$ cat src/rtl/alu_mp_sequencer.sv
// Multi-precision sequencer: runs one NBYTES-wide AND/OR/ADD/SUB/CMP through the shared 8-bit ALU, LSB byte first.
// Define ALU_SEQ_OVF_EN to add the signed-overflow output ovf.
module alu_mp_sequencer #(
    parameter int NBYTES = 4
) (
    input  logic                  clk,
    input  logic                  rst_n,
    input  logic                  start,
    input  logic [2:0]            op,
    input  logic                  cin,
    input  logic [8*NBYTES-1:0]   opa,
    input  logic [8*NBYTES-1:0]   opb,
    output logic [7:0]            alu_a,
    output logic [7:0]            alu_b,
    output logic [2:0]            alu_cs,
    output logic                  alu_cin,
    input  logic [7:0]            alu_s,
    input  logic                  alu_cout,
    output logic [8*NBYTES-1:0]   result,
    output logic                  carry,
    output logic                  zero,
    output logic                  err,
    output logic                  ready,
    output logic                  done
`ifdef ALU_SEQ_OVF_EN
    ,
    output logic                  ovf
`endif
);

    localparam int W  = 8 * NBYTES;
    localparam int IW = (NBYTES > 1) ? $clog2(NBYTES) : 1;
    localparam logic [IW-1:0] LAST_IDX = IW'(NBYTES - 1);

    typedef enum logic [1:0] {S_IDLE, S_RUN, S_DONE} state_t;
    typedef enum logic [2:0] {
        OP_AND = 3'd0, OP_OR = 3'd1, OP_ADD = 3'd2, OP_SUB = 3'd3, OP_CMP = 3'd4
    } op_t;

    state_t          r_state, w_state_nxt;
    logic [2:0]      r_op;
    logic [W-1:0]    r_opa, r_opb;      // shift right one byte per RUN cycle; byte 0 feeds the ALU
    logic [W-1:0]    r_result, w_result_nxt;
    logic [IW-1:0]   r_idx;
    logic            r_chain, w_chain_nxt;
    logic            r_carry, r_zero, r_err;
    logic            w_accept, w_last, w_arith, w_rsvd;

    assign w_accept = (r_state == S_IDLE) && start;
    assign w_last   = (r_idx == LAST_IDX);
    assign w_rsvd   = (r_op > OP_CMP);
    assign w_arith  = (r_op == OP_ADD) || (r_op == OP_SUB) || (r_op == OP_CMP);

    always_ff @(posedge clk or negedge rst_n) begin
        if (!rst_n) r_state <= S_IDLE;
        else        r_state <= w_state_nxt;
    end

    // NOTE: defaults first so every path assigns every output and no latch is inferred.
    always_comb begin
        w_state_nxt = r_state;
        ready       = 1'b0;
        done        = 1'b0;
        case (r_state)
            S_IDLE: begin
                ready = 1'b1;
                if (start) w_state_nxt = S_RUN;
            end
            S_RUN:   if (w_last) w_state_nxt = S_DONE;
            S_DONE: begin
                done        = 1'b1;
                w_state_nxt = S_IDLE;
            end
            default: w_state_nxt = S_IDLE;
        endcase
    end

    always_comb begin
        case (r_op)
            OP_OR:          alu_cs = 3'b001;
            OP_ADD:         alu_cs = 3'b110;
            OP_SUB, OP_CMP: alu_cs = 3'b101;
            default:        alu_cs = 3'b000;
        endcase
    end

    assign alu_a   = r_opa[7:0];
    assign alu_b   = r_opb[7:0];
    assign alu_cin = r_chain;

    // The chain is kept as a borrow in subtract modes; the ALU reports carry_out=1 for no borrow.
    always_comb begin
        case (r_op)
            OP_ADD:         w_chain_nxt = alu_cout;
            OP_SUB, OP_CMP: w_chain_nxt = ~alu_cout;
            default:        w_chain_nxt = 1'b0;
        endcase
    end

    always_comb begin
        w_result_nxt = r_result;
        if (w_rsvd)
            w_result_nxt = '0;
        else if (r_op == OP_CMP) begin
            if (w_last) w_result_nxt = W'(w_chain_nxt);
        end else
            w_result_nxt[{r_idx, 3'b000} +: 8] = alu_s;
    end

`ifdef ALU_SEQ_OVF_EN
    logic r_ovf, w_ovf_nxt, w_sign_b;
    assign w_sign_b  = (r_op == OP_SUB) ? ~r_opb[7] : r_opb[7];
    assign w_ovf_nxt = ((r_op == OP_ADD) || (r_op == OP_SUB)) &&
                       (r_opa[7] == w_sign_b) && (alu_s[7] != r_opa[7]);
    assign ovf       = r_ovf;

    always_ff @(posedge clk or negedge rst_n) begin
        if (!rst_n)                              r_ovf <= 1'b0;
        else if ((r_state == S_RUN) && w_last)   r_ovf <= w_ovf_nxt;
    end
`endif

    // NOTE: every datapath register is reset, so an aborted op leaves nothing stale behind.
    always_ff @(posedge clk or negedge rst_n) begin
        if (!rst_n) begin
            r_op     <= '0;
            r_opa    <= '0;
            r_opb    <= '0;
            r_result <= '0;
            r_idx    <= '0;
            r_chain  <= 1'b0;
            r_carry  <= 1'b0;
            r_zero   <= 1'b1;
            r_err    <= 1'b0;
        end else if (w_accept) begin
            r_op    <= op;
            r_opa   <= opa;
            r_opb   <= opb;
            r_chain <= ((op == OP_ADD) || (op == OP_SUB)) ? cin : 1'b0;
            r_idx   <= '0;
            r_err   <= 1'b0;
        end else if (r_state == S_RUN) begin
            r_result <= w_result_nxt;
            if (w_last) begin
                r_carry <= w_arith ? w_chain_nxt : 1'b0;
                r_zero  <= ~|w_result_nxt;
                r_err   <= w_rsvd;
                r_idx   <= '0;
            end else begin
                r_idx   <= r_idx + 1'b1;
                r_chain <= w_chain_nxt;
                r_opa   <= r_opa >> 8;
                r_opb   <= r_opb >> 8;
            end
        end
    end

    assign result = r_result;
    assign carry  = r_carry;
    assign zero   = r_zero;
    assign err    = r_err;

endmodule

$ cat config.mk
export PLATFORM = sky130hd
export DESIGN_NAME = alu_mp_sequencer
export DESIGN_NICKNAME = d
export VERILOG_FILES = /design/src/rtl/alu_mp_sequencer.sv
export SDC_FILE = /design/constraint.sdc
export NUM_CORES = 1
export LEC_CHECK = 0
export ABC_AREA = 1
export CAP_MARGIN = 20
export CORE_MARGIN = 3
export CORE_UTILIZATION = 54
export CTS_CLUSTER_DIAMETER = 60
export CTS_CLUSTER_SIZE = 28
export DETAILED_ROUTE_END_ITERATION = 12
export GPL_ROUTABILITY_DRIVEN = 0
export HOLD_SLACK_MARGIN = 0.05
export PLACE_DENSITY_LB_ADDON = 0.1
export SKIP_LAST_GASP = 1
export SLEW_MARGIN = 5
export SYNTH_ARGS = -nofsm -noshare
export SYNTH_HDL_FRONTEND = slang
export SYNTH_SLANG_ARGS = --single-unit
$ cat constraint.sdc
create_clock -name clk -period 4.1 [get_ports clk]
set_input_delay 0.615 -clock clk [delete_from_list [all_inputs] [get_ports clk]]
set_output_delay 0.615 -clock clk [all_outputs]
set_load 0.02 [all_outputs]
# Word-level counts from Yosys, hierarchy flattened
# Cells that the tools add are included.
[classes] addsub=2 magnitude_cmp=1 eq_ne=12 shift=2 mux=28 bitwise_logic=2 reduce_logical=15
[ops] op="2-to-1 mux 32 bit" count=9
[ops] op="bitwise mux 32 bit" count=1
[ops] op="OR reduction 32 bit" count=1
[ops] op="variable shift 8 x 7 -> 32 bit (first input constant)" count=1
[ops] op="variable part select 8 x 7 -> 32 bit" count=1
[ops] op="== test 3 x 2 -> 1 bit (second input constant)" count=4
[ops] op="2-to-1 mux 1 bit" count=10
[ops] op="2-to-1 mux 2 bit" count=5
[ops] op="case mux 3 bit (3 select lines)" count=1
[ops] op="AND reduction 2 bit" count=4
[ops] op="negation 5 -> 7 bit" count=1
[ops] op="inequality test 2 bit (second input constant)" count=3
[ops] op="== test 2 bit (second input constant)" count=2
[ops] op="case mux 2 bit (2 select lines)" count=1
[ops] op="nonzero test 2 bit" count=2
[ops] op="== test 3 x 1 -> 1 bit (second input constant)" count=1
[ops] op="== test 3 bit (second input constant)" count=1
[ops] op="> comparator 3 bit (second input constant)" count=1
[ops] op="logical OR 1 bit" count=3
[ops] op="AND reduction 3 bit" count=1
[ops] op="adder 2 x 1 -> 2 bit (second input constant)" count=1
[ops] op="== test 2 x 1 -> 1 bit (second input constant)" count=1
[ops] op="zero test 2 bit" count=1
[ops] op="inverter 1 bit" count=2
[ops] op="4 further kinds" count=4
[word_totals] reg_bits=107 inputBits=80 out_inout_bits=57 word_cells=72

# Longest topological paths before layout
# Gate-level depths: netlist of run 1.
[depth] depth_word=8 depth_mapped=15 depth_no_buf=14

# Worst setup path after synthesis of run 1
# OpenSTA, ideal clock, no wires.
[synth_path] kind="reg-to-reg" startpoint="register r_idx[0]" endpoint="register r_zero (netlist: zero)" setup_ps=76 t_arrival_ps=1877 required_ps=4024 path_slack_ps=2146 stages_incl_launch_ff=14 path_buffers=1 period_less_slack_ps=1954 path_cell_list="dfrtp_1 -> inv_1 -> buf_2 -> ha_1 -> nor2_1 -> nand3_1 -> nand2_1 -> o21ai_0 -> nor2_1 -> nand2_1 -> nand2_1 -> nor2_1 -> nand3_1 -> nand2_1"
[synth_between] elab_chain_cells=7 word_cells_on_any_way=11 cone_classes="1 x add/sub; 1 x eq/ne; 2 x shift; 4 x mux; 3 x reduce/logical"
[synth_lines] item="start, declared" line_no="44" rtl="logic [IW-1:0] r_idx;"
[synth_lines] item="start signal, assigned" line_no="150" rtl="r_idx <= r_idx + 1'b1;"
[synth_lines] item="negation 5 -> 7 bit" line_no="107" rtl="w_result_nxt[{r_idx, 3'b000} +: 8] = alu_s;"
[synth_lines] item="variable part select 8 x 7 -> 32 bit or variable shift 8 x 7 -> 32 bit (tied branches)" line_no="107"
[synth_lines] item="bitwise mux 32 bit" line_no="107"
[synth_lines] item="2-to-1 mux 32 bit" line_no="104" rtl="else if (r_op == OP_CMP) begin"
[synth_lines] item="2-to-1 mux 32 bit" line_no="102" rtl="if (w_rsvd)"
[synth_lines] item="OR reduction 32 bit" line_no="146" rtl="r_zero <= ~|w_result_nxt;"
[synth_lines] item="zero test 1 bit" line_no="146"
[synth_lines] item="end signal, assigned" line_no="146"
[synth_lines] item="end, declared" line_no="46" rtl="logic r_carry, r_zero, r_err;"
# Parallel ways exist; a longest one is shown, timed or not.
# A chain may end at the register's enable or synchronous reset.

# Worst setup path in the final report of run 1
[layout_path] startpoint="register r_op[1]" endpoint="output port alu_cs[2]"
[layout_between] elab_chain_cells=3 word_cells_on_any_way=6 cone_classes="4 x eq/ne; 1 x mux; 1 x reduce/logical"
[layout_lines] item="start, declared" line_no="41" rtl="logic [2:0] r_op;"
[layout_lines] item="start signal, assigned" line_no="136" rtl="r_op <= op;"
[layout_lines] item="== test 3 x 2 -> 1 bit or == test 3 bit (tied branches)" line_no="79" rtl="case (r_op)"
[layout_lines] item="OR reduction 2 bit" line_no="79"
[layout_lines] item="case mux 3 bit (3 select lines) *" line_no="79"
[layout_lines] item="end, declared" line_no="15" rtl="output logic [2:0] alu_cs,"
# Every way passes the cells marked *; elsewhere a longest branch is shown, timed or not.

==> metrics.md, run 1 <==
| Metric | Value |
|---|---|
| Pint | 2.90 mW |
| Data arrival, critical path | 2250 ps |
| # diodes | 0 |
| Die area | 0.0121 mm^2 |
| Area delta synth->final | 25.3% |
| Total CTS buffers | 9 |
| Layout net count | 982 |
| CP max stage delay | ~640 ps |
| Worst-path maximum fanout | 16 |
| CTS sink cnt | about 110 |
| Hold slack | ~130 ps |
| DP Cell Count | 1020 |
| Synth area leaders | dfrtp_1, o21ai_0, nand2_1, inv_1, nor2_1 |
| Post-synth EDFFs | 0 |
| CTS tree | built |
| Seq cells post-synth | 107 |
| Total iterations of the first detailed-routing run | 5 |
| Vias in the first global route | 5355 |
| Reg clk slew, reported paths | ~110 ps |
| Placeable Area | about 0.010 mm^2 |
| Total gr overflow | 0 |
| Ys Warns | 0 |
| Final Critical Period | 2860 ps |
| Lkg Pwr | 3.40 nW |
| Clock Power Share | 11.6% |
| Worst setup EP type | output port |
| Main synth FF type | dfrtp_1 |
| H-tree Lvls | 3 |
| Rows | 37 |
| Unique masters post-synth | 29 |
| DPL Wire Length | roughly 11000 um |
| Synth top cells by count | o21ai_0, nand2_1, dfrtp_1 |
| Maxcap violations | 0 |
| Global-route wire length before repair | approximately 25000 um |
| Period Utilization, post-route | 69.8% |
| IO Count | around 140 |
| Post-synthesis cell area | 0.00585 mm^2 |
| PortBufs | 136 |
| Die width | ~110 um |
| Postcts setup bufs | 0 |
| DRC viols | 0 |
| Worst endpoint required time | 3480 ps |
| Switch Pwr | 2.75 mW |
| Post-CTS sizing | 0 |
| Syn Inst Count | 801 |
| Hold_buf cts | 0 |
| Design area | 0.00732 mm^2 |
| Critical path class | flip-flop to output port |
| Vias | 5585 |
| Initial Util | 56.1% |
| Design Power | 5.66 mW |
| Most common cell in the netlist | o21ai_0 |
| Critical path's slowest cell | clkdlybuf4s50_1 |
| Worst Setup SP | r_op[1] |
| Final Hold Fails | 0 |
| FF-to-FF Start | r_idx[0] |
| Deepest clock path buffer count | 2 |
| Slew @ Worst Pin | 672 ps |
| Pins Over Slew Limit | 0 |
| Final Setup Violations | 0 |
| Placed cell areas | 0.00709 mm^2 |
| DRT iter0 DRCs | 363 |
| Syn avg cell area | 7.30 um^2 |
| Part of the power in registers | 31.5% |
| Routed length per instance | ~14 um |
| Chip height | roughly 110 um |
| Syn nets | 887 |
| Worst hold path type | input port to async pin |
| Status | completed |
| Initial antenna violation count | 0 |
| Worst setup SP type | flip-flop |
| Clk_skew | 19.0 ps |
| Logic pwr share | 56.9% |
| Total Routing Usage GR | 25.8% |
| PwrDens | 772 mW/mm^2 |
| Switching Share | 48.7% |
| Number of routed nets with antenna violations | 0 |
| Register area share after synthesis | around 46% |
| RSZ-0062 raised after global routing | false |
| Critical-path cell list | nor2_4 -> nand2_4 -> o21ai_0 -> clkdlybuf4s50_1 |
| Fmax | 349 MHz |
| Top-area cell type share of the netlist area | a little under half |
| Setup tns final | 0 ps |
| Area leader, netlist | dfrtp_1 |
| VDD IR-drop max | approximately 0.42 mV |
| Via density | 5.39 |
| Max transition margin | 55.1% |
| Total wire length | 15000 um |
| Clock Latency Late Sink | 380 ps |
| Share of cells above drive strength 1 | 4.44% |
| Root Buffer | clkbuf_8 |
| Fin cells | 1037 |
| Largest net degree at the start of global routing | 86 |
| Ys async rst share | 100% |
metrics by stage:
step           setup slack (ps)  util (%)
6_report                   1240      70.3
5_1_grt                    1080      70.3
4_1_cts                    1230      70.0
3_5_place_dp               1360      68.1
3_3_place_gp               1410      68.1
2_1_floorplan              2150         -
registers in the layout, indices dropped and copies added, names as in the netlist:
name	count
err	1
result	32
zero	1
r_idx	2
r_opb	32
carry	1
r_state	2
r_op	3
r_opa	32
alu_cin	1
per-layer routing:
layer	vias to the layer above	track usage, %	share of wire [%]
li1	2742	-	-
met1	2585	32.5	40
met2	225	44.2	51
met3	33	5.53	6.4
met4	0	8.55	2.3
met5	-	0	0
final timing paths:
kind	to	slack, ps	depth (start not counted)
max	alu_cs[2]	1240	4
min	r_opa[4]	130	1
max reg2reg	zero	1630	12
min reg2reg	zero	500	2
max in group asynchronous	zero	3310	2
min in group clk	zero	500	2
power by group through the flow:
stage | clock network, mW | logic [mW] | registers [mW]
2_1_floorplan | 0 | 2.23 | 1.86
3_3_place_gp | 0 | 3.11 | 1.79
3_5_place_dp | 0 | 3.20 | 1.81
4_1_cts | 0.666 | 3.22 | 1.78
5_1_grt | 0.712 | 3.66 | 1.84
6_report | 0.654 | 3.22 | 1.78
worst max-delay path, delay by kind of cell (launching register included):
| family | cells | cell delay (ps) |
|---|---|---|
| AOI/OAI and AO/OA | 1 | 150 |
| buffers and inverters | 1 | 640 |
| DFF | 1 | 450 |
| and+or+nand+nor | 2 | 640 |
layout by cell type (no fill, tap or decap), types with 2 or more instances in the layout:
cell type,Yosys,final
a31oi_1,2,2
inv_2,3,3
a21oi_1,15,15
dfrtp_1,106,106
buf_4,18,7
nand3_1,43,43
nand2_2,2,3
ha_1,6,6
clkinv_8,0,2
nor2_2,2,2
inv_8,0,3
o21ai_0,201,201
clkdlybuf4s50_1,0,135
nor2_4,2,2
nand2_1,199,198
nand2_4,2,2
inv_1,85,85
clkbuf_8,0,9
o21ai_1,5,5
nor2_1,60,60
cell type report:
type                            count  area, um^2
Multi-Input combinational cell    546        2500
Sequential cell                   107        2680
Inverter                           89         334
Timing Repair Buffer              143        1430
Tap cell                          136         170
Clock buffer                        9         124
Clock inverter                      7        80.1
Fill cell                         870        3090
logic make-up after synthesis:
family	Yosys count	share of synthesized area (%)
AOI/OAI and AO/OA	226	19.5
adders and majority gates	6	1.28
buffers and inverters	148	11.4
DFF	107	45.8
and+or+nand+nor	314	22.0
(Power assumes the default switching activity.)
==> inputs of run 2 (changes only) <==
--- a/config.mk
+++ b/config.mk
@@ -8,7 +8,7 @@
 export ABC_AREA = 1
 export CAP_MARGIN = 20
 export CORE_MARGIN = 3
-export CORE_UTILIZATION = 54
+export CORE_UTILIZATION = 51
 export CTS_CLUSTER_DIAMETER = 60
 export CTS_CLUSTER_SIZE = 28
 export DETAILED_ROUTE_END_ITERATION = 12
==> constraint.sdc (replaced) <==
create_clock -name clk -period 2.7 [get_ports clk]
set_input_delay 0.405 -clock clk [delete_from_list [all_inputs] [get_ports clk]]
set_output_delay 0.405 -clock clk [all_outputs]
set_load 0.02 [all_outputs]
==> run 2 against run 1 <==
Effect of this change:
- sequential cell count unchanged
- sequential power grew 51%
- utilization fell by 2.7 points
- global-route usage is 1.3 points lower
- critical endpoint is now zero
- setup slack worse by 880 ps
==> metrics.md, run 2 (synthesis results as in run 1) <==
| Metric | Value |
|---|---|
| Status | completed |
| IO Count | 137 |
| Total iterations of the first detailed-routing run | 5 |
| Design Power | about 9 mW |
| Total Routing Usage GR | 24.5% |
| Layout net count | ~980 |
| Critical Path Most Common Cell | nand2_1 |
| Period Utilization, post-route | between 80% and 90% |
| H-tree Lvls | 3 |
| CTS tree | built |
| Root Buffer | clkbuf_16 |
| Clock Power Share | between 10% and 20% |
| DRC viols | 0 |
| Worst setup SP type | flip-flop |
| Most common cell after layout, fill and taps aside | o21ai_0 |
| # diodes | 0 |
| VDD IR-drop max | 0.771 mV |
| Fillers | slightly below 1000 |
| Logic pwr share | 55.7% |
| Initial antenna violation count | 0 |
| Worst endpoint required time | 3000 ps |
| Initial Util | between 50% and 60% |
| Setup tns final | 0 ps |
| Part of the power in registers | 29.7% |
| Critical-path cell list | inv_1 -> ha_1 -> clkinv_1 -> a21oi_1 -> nand2_1 -> o21ai_0 -> nor2_1 -> nand2_1 -> nand2_1 -> nor2_1 -> nand3_1 -> nand2_1 |
| Rows | 38 |
| Deepest clock path buffer count | 2 |
| RSZ-0062 raised after global routing | false |
| Total wire length | between 15000 and 20000 um |
| DRT iter0 DRCs | 450 |
| Fmax | 428 MHz |
| DPL Wire Length | 11200 um |
| Pre-CTS setup slack | 442 ps |
| Worst hold path type | input port to async pin |
| DP Cell Count | 1026 |
| Clk_skew | 5.46 ps |
| Lkg Pwr | 3.45 nW |
| Share of cells above drive strength 1 | 4.55% |
| Die width | between 100 and 150 um |
| Number of routed nets with antenna violations | 0 |
| Total CTS buffers | 9 |
| Chip height | around 110 um |
| Most frequent cells in the layout | o21ai_0, nand2_1, clkdlybuf4s50_1 |
| Switching Share | 47.6% |
| Global-route wire length before repair | 25300 um |
| CP max stage delay | around 460 ps |
| Vias in the first global route | about 5100 |
| Die area | between 0.01 and 0.015 mm^2 |
| Area delta synth->final | 27.6% |
| Routed length per instance | 15.0 um |
| Critical path's slowest cell | dfrtp_1 |
| Postcts setup bufs | 0 |
| Slew @ Worst Pin | 698 ps |
| Hold_buf cts | 0 |
| Total gr overflow | 0 |
| Vias | 5658 |
| Reg clk slew, reported paths | 80 ps |
| PwrDens | 1220 mW/mm^2 |
| CTS sink cnt | roughly 110 |
| Largest net degree at the start of global routing | 114 |
| Setup ws final | 363 ps |
| Data arrival, critical path | 2640 ps |
| Final Critical Period | 2340 ps |
| Post-CTS sizing | 0 |
| Final Hold Fails | 0 |
| Max transition margin | between 50% and 60% |
| PortBufs | between 100 and 150 |
| Via density | 5.43 |
| Maxcap violations | 0 |
| Pins Over Slew Limit | 0 |
| Fin cells | 1042 |
| Pint | ~4.8 mW |
| Final Setup Violations | 0 |
| Post-layout util | 67.6% |
| Worst setup EP type | flip-flop |
| Critical path class | flip-flop to flip-flop |
| Clock Latency Late Sink | 350 ps |
| Switch Pwr | between 4 and 5 mW |
| Worst-path maximum fanout | 13 |
| Placeable Area | 0.0110 mm^2 |
-- run 2: worst max-delay path, delay by kind of cell (launching register included) --
family	cells	cell delay, ps
buf+inv	2	620
compound gates	2	270
flops	1	460
fa+ha+maj	1	400
simple gates	7	530
-- run 2: final cells by class --
| cell class | instances | area, um^2 | share of cell area [%] |
|---|---|---|---|
| clock buffer | 9 | 225 | 3.02 |
| timing repair buffer | 144 | 1460 | 19.5 |
| multi-input combinational | 546 | 2500 | 33.6 |
| tap | 140 | 175 | 2.35 |
| inverter | 89 | 334 | 4.48 |
| clock inverter | 7 | 82.6 | 1.11 |
| sequential | 107 | 2680 | 35.9 |
-- run 2: stage by stage --
stage,hold slack [ps],cell area (um^2)
detailed placement,474,7150
global route,114,7460
CTS,93.0,7460
floorplan,109,5850
finish,65.1,7460
global placement,473,7150
-- run 2: path summary, 6_finish.rpt --
kind,startpoint,end,slack [ps],cells after the start
min in group clk,r_opb[5],r_opb[5],510,2
worst max-delay path,r_idx[0],zero,360,12
worst min-delay path,rst_n,r_opb[4],70,1
max in group asynchronous,rst_n,r_opa[29],1900,2
worst max register to register,r_idx[0],zero,360,12
worst min register to register,r_opb[5],r_opb[5],510,2
-- run 2: per-layer routing --
| layer | up-vias | part of all wire [%] | global-route usage [%] | wire (um) |
|---|---|---|---|---|
| met5 | - | 0 | 0 | 0 |
| met4 | 0 | 1.3 | 6.01 | 208 |
| met3 | 21 | 7.2 | 4.49 | 1120 |
| met2 | 232 | 45 | 36.7 | 7060 |
| met1 | 2652 | 46 | 37.1 | 7230 |
| li1 | 2753 | - | - | - |
-- run 2: power by group through the flow --
stage                     Combinational [mW]  Sequential, mW  Clock, mW
after global placement                  4.89            2.69          0
after detailed placement                5.00            2.72          0
after floorplan                         3.38            2.83          0
final                                   5.05            2.69       1.33
after CTS                               5.03            2.69       1.35
after global routing                    5.67            2.77       1.42
==> inputs of run 3 (changes only) <==
--- a/config.mk
+++ b/config.mk
@@ -6,7 +6,6 @@
 export NUM_CORES = 1
 export LEC_CHECK = 0
 export ABC_AREA = 1
-export CAP_MARGIN = 20
 export CORE_MARGIN = 3
 export CORE_UTILIZATION = 51
 export CTS_CLUSTER_DIAMETER = 60
==> results of run 3 <==
Final layout, timing and power as in run 2 (identical DEF).
